==> src/rtl/alu_pkg.sv <==
// Shared constants for the ALU datapath result selector.
package alu_pkg;

  localparam int SEL_W = 4;
  localparam int N_IN  = 16;

endpackage : alu_pkg

==> src/rtl/mux4to1.sv <==
// Combinational 4:1 word selector; building block of the 16:1 result mux.
module mux4to1 #(
  parameter int w = 8
) (
  input  logic [w-1:0] in_0,
  input  logic [w-1:0] in_1,
  input  logic [w-1:0] in_2,
  input  logic [w-1:0] in_3,
  input  logic [1:0]   sel,
  output logic [w-1:0] out
);

  always_comb begin
    out = in_0;
    case (sel)
      2'd0: out = in_0;
      2'd1: out = in_1;
      2'd2: out = in_2;
      2'd3: out = in_3;
      default: out = in_0;
    endcase
  end

endmodule : mux4to1

==> src/rtl/mux_16to1.sv <==
// 16:1 word selector with one registered output stage and async active-low reset.
module mux_16to1
  import alu_pkg::*;
#(
  parameter int w = 8
) (
  input  logic             clk,
  input  logic             rst_n,
  input  logic [w-1:0]     in_0,
  input  logic [w-1:0]     in_1,
  input  logic [w-1:0]     in_2,
  input  logic [w-1:0]     in_3,
  input  logic [w-1:0]     in_4,
  input  logic [w-1:0]     in_5,
  input  logic [w-1:0]     in_6,
  input  logic [w-1:0]     in_7,
  input  logic [w-1:0]     in_8,
  input  logic [w-1:0]     in_9,
  input  logic [w-1:0]     in_10,
  input  logic [w-1:0]     in_11,
  input  logic [w-1:0]     in_12,
  input  logic [w-1:0]     in_13,
  input  logic [w-1:0]     in_14,
  input  logic [w-1:0]     in_15,
  input  logic [SEL_W-1:0] sel,
  output logic [w-1:0]     out
);

  logic [w-1:0] grp_out [4];
  logic [w-1:0] sel_out;
  logic [w-1:0] out_d;
  logic [w-1:0] out_q;

  // First level picks within each group of four using the low select bits.
  mux4to1 #(.w(w)) u_grp0 (
    .in_0(in_0),  .in_1(in_1),  .in_2(in_2),  .in_3(in_3),
    .sel(sel[1:0]), .out(grp_out[0])
  );

  mux4to1 #(.w(w)) u_grp1 (
    .in_0(in_4),  .in_1(in_5),  .in_2(in_6),  .in_3(in_7),
    .sel(sel[1:0]), .out(grp_out[1])
  );

  mux4to1 #(.w(w)) u_grp2 (
    .in_0(in_8),  .in_1(in_9),  .in_2(in_10), .in_3(in_11),
    .sel(sel[1:0]), .out(grp_out[2])
  );

  mux4to1 #(.w(w)) u_grp3 (
    .in_0(in_12), .in_1(in_13), .in_2(in_14), .in_3(in_15),
    .sel(sel[1:0]), .out(grp_out[3])
  );

  mux4to1 #(.w(w)) u_top (
    .in_0(grp_out[0]), .in_1(grp_out[1]), .in_2(grp_out[2]), .in_3(grp_out[3]),
    .sel(sel[SEL_W-1:2]), .out(sel_out)
  );

  always_comb begin
    out_d = sel_out;
  end

  always_ff @(posedge clk or negedge rst_n) begin
    if (!rst_n) begin
      out_q <= '0;
    end else begin
      out_q <= out_d;
    end
  end

  assign out = out_q;

endmodule : mux_16to1

==> config.mk <==
export PLATFORM = sky130hd
export DESIGN_NAME = mux_16to1
export DESIGN_NICKNAME = d
export VERILOG_FILES = /design/src/rtl/alu_pkg.sv /design/src/rtl/mux4to1.sv /design/src/rtl/mux_16to1.sv
export SDC_FILE = /design/constraint.sdc
export NUM_CORES = 1
export LEC_CHECK = 0
export CORE_MARGIN = 1.5
export CORE_UTILIZATION = 25
export DETAILED_ROUTE_END_ITERATION = 10
export GPL_TIMING_DRIVEN = 1
export PLACE_DENSITY = 0.75
export RECOVER_POWER = 25
export SLEW_MARGIN = 10
export SYNTH_ARGS = -nofsm -noshare
export SYNTH_HDL_FRONTEND = slang
export SYNTH_SLANG_ARGS = --single-unit
export TNS_END_PERCENT = 100
==> constraint.sdc <==
create_clock -name clk -period 0.8 [get_ports clk]
set_clock_uncertainty 0.05 [all_clocks]
set_input_delay 0.24 -clock clk [delete_from_list [all_inputs] [get_ports clk]]
set_output_delay 0.24 -clock clk [all_outputs]
set_load 0.01 [all_outputs]
==> results.cfg <==
[status]
outcome = finished, violations left
violations = setup timing

[detailed_routing]
wl_per_cell_um = 17.2
final_antenna_net_count = 0
num_vias = 1407
drc = 0
first_pass_iters = 4
drt_iter0_drc = 46
via_per_inst = 4.87
wl_um = 4960

[critical_path]
cp_data_arrival_time_ns = 1.28
endpoint_kind = flip-flop
worst-path-max-fanout = 8
start_kind = input port
worstSetupPathType = input port to flip-flop
required_ns = 0.85

[global_route]
grt_util_all_layers = 0.184
grt_max_degree = 17
grt_pass1_wl_um = 7290
grt.overflow.total = 0
grt_antenna_before_repair = 0
grt_pass1_vias = 1536

[synth]
synth_edf_count = 0
synth_top_area_cell = mux4_2
ys_seq_elements = 8
yosysWarnings = 0
synth_common_cells = 18 x mux4_2, 16 x a22oi_1, 14 x mux4_1, 8 x dfrtp_1, 8 x nand2_1
synthArstFlopShare = 1.00
synth_area_sq_um = 1260
synth_top_area_share = 0.323
ys_seq_area_frac = 0.159
synth_top_cells_by_area = mux4_2 32%, mux4_1 29%, dfrtp_1 16%, a22oi_1 9.6%, buf_6 5.4%
synthMostInstantiatedCell = mux4_2
synth_fp_nets = 213
synth_area_per_cell_sq_um = 15.9
ys_types = 13
synthFlopType = dfrtp_1
synthCells = 79

[placed_design]
io_buffer_count = 141
gp_congestion = 0.720
numPlacedInstances = 280
dp_worst_setup_slack_ns = -1.07
placed_area_sq_um = 2670
hpwl_um = 3920

[floorplanning]
die_x_um = 73.9
core-area_sq_um = 4790
io_pins = 142
die_h_um = 73.9
start_util = 0.262
die_area_sq_um = 5460
std_cell_rows = 25

[flow_run]
max_cap_viol_count = 0

[cts]
cts_made_buffers = 3
cts.sinks = 8
cts.path.max_buffers = 2
clockRootBuffer = clkbuf_8
postCtsHoldBufs = 0
ctsHtreeMaxLevel = 1
clk_pin_slew_ns = 0.04
cts_tree = built

[pwr]
power.leakage_nw = 1.30
p_per_area_nw_per_um2 = 801
ir_drop_mv = 0.493

[cells_and_area]
nNetsFinal = 358
area_delta_synth_final_pct = 121
largest_reg_flops = 8
antenna_cells = 0
drive_gt1_frac = 0.338
postLayoutCellArea_sq_um = 2770
fin_cells = 289

[timing]
rsz0062_at_grt = true
setup_violations = 16
finalCritPeriodShare = 1.53
hold_viol_final = 0
maxSlewViolCount = 0
clock.fmax_mhz = 817
post-route-worst-setup-slack_ns = -0.424
max_slew.worst_pin.slew_ns = 0.343
slew_headroom = 0.770
min_period_ns = 1.22

[min_path]
hp-class = input port to asynchronous set/reset pin
## per-stage QoR
step | setup TNS (ns) | hold WS, ns | power (mW) | util
2_1_floorplan | -4.44 | -0.106 | 1.02 | -
3_3_place_gp | -10.62 | 0.535 | 1.82 | 0.558
3_5_place_dp | -10.74 | 0.522 | 1.83 | 0.558
4_1_cts | -5.08 | 0.281 | 2.25 | 0.574
5_1_grt | -5.27 | 0.372 | 2.36 | 0.580
6_report | -4.78 | 0.353 | 2.22 | 0.580
## worst max-delay path: stages
cell and delay [ns]:
buf_12 0.11, buf_12 0.14, mux4_2 0.51, a22oi_2 0.20, nand2_1 0.06
## layer usage
metal  part of all wire  global-route usage  vias up
met3              0.098              0.0590        4
met1               0.38               0.216      681
li1                   -                   -      643
met5                  0                   0        -
met4             0.0093              0.0329        0
met2               0.51               0.330       79
## placed cells by master (no fill, tap or decap), types with 2 or more instances in the layout
cell / n
a22oi_2: 16
buf_12: 5
buf_16: 3
buf_2: 4
buf_4: 2
buf_6: 5
clkbuf_8: 3
dfrtp_1: 8
dlygate4sd2_1: 123
dlymetal6s2s_1: 7
mux4_2: 32
nand2_1: 8
## cell families after synthesis
logic type,Yosys count,synth area share
muxes,32,0.616
buffers and inverters,11,0.0866
and+or+nand+nor,12,0.0428
AOI/OAI and AO/OA,16,0.0956
DFF,8,0.159
## timing repair
| item | in CTS | in global routing |
|---|---|---|
| endpoints found under the setup margin | 16 | 16 |
| gates cloned | 3 | 0 |
| pin swaps | 24 | 18 |
| gates resized for setup | 192 | 12 |
| buffers inserted | 3 | 0 |
## worst paths after layout
check / from / endpoint / slack (ns)
worst max-delay path: sel[0] / out[5]$_DFF_PN0_ / -0.42
worst min-delay path: rst_n / out[4]$_DFF_PN0_ / 0.35
max in group asynchronous: rst_n / out[7]$_DFF_PN0_ / 0.15
min in group clk: in_15[4] / out[4]$_DFF_PN0_ / 0.42
## layout make-up
cell class                 instances  area (sq um)
clock buffer                       3          41.3
fill                             459          2010
multi-input combinational         60           995
sequential                         8           200
tap                               67          83.8
timing repair buffer             151          1450
## where the power goes
group          total (mW)  internal, mW  switching [mW]
sequential          0.481         0.461          0.0194
combinational        1.26         0.845           0.420
clock               0.478         0.325           0.153
Power figures use the tool's default switching activity.
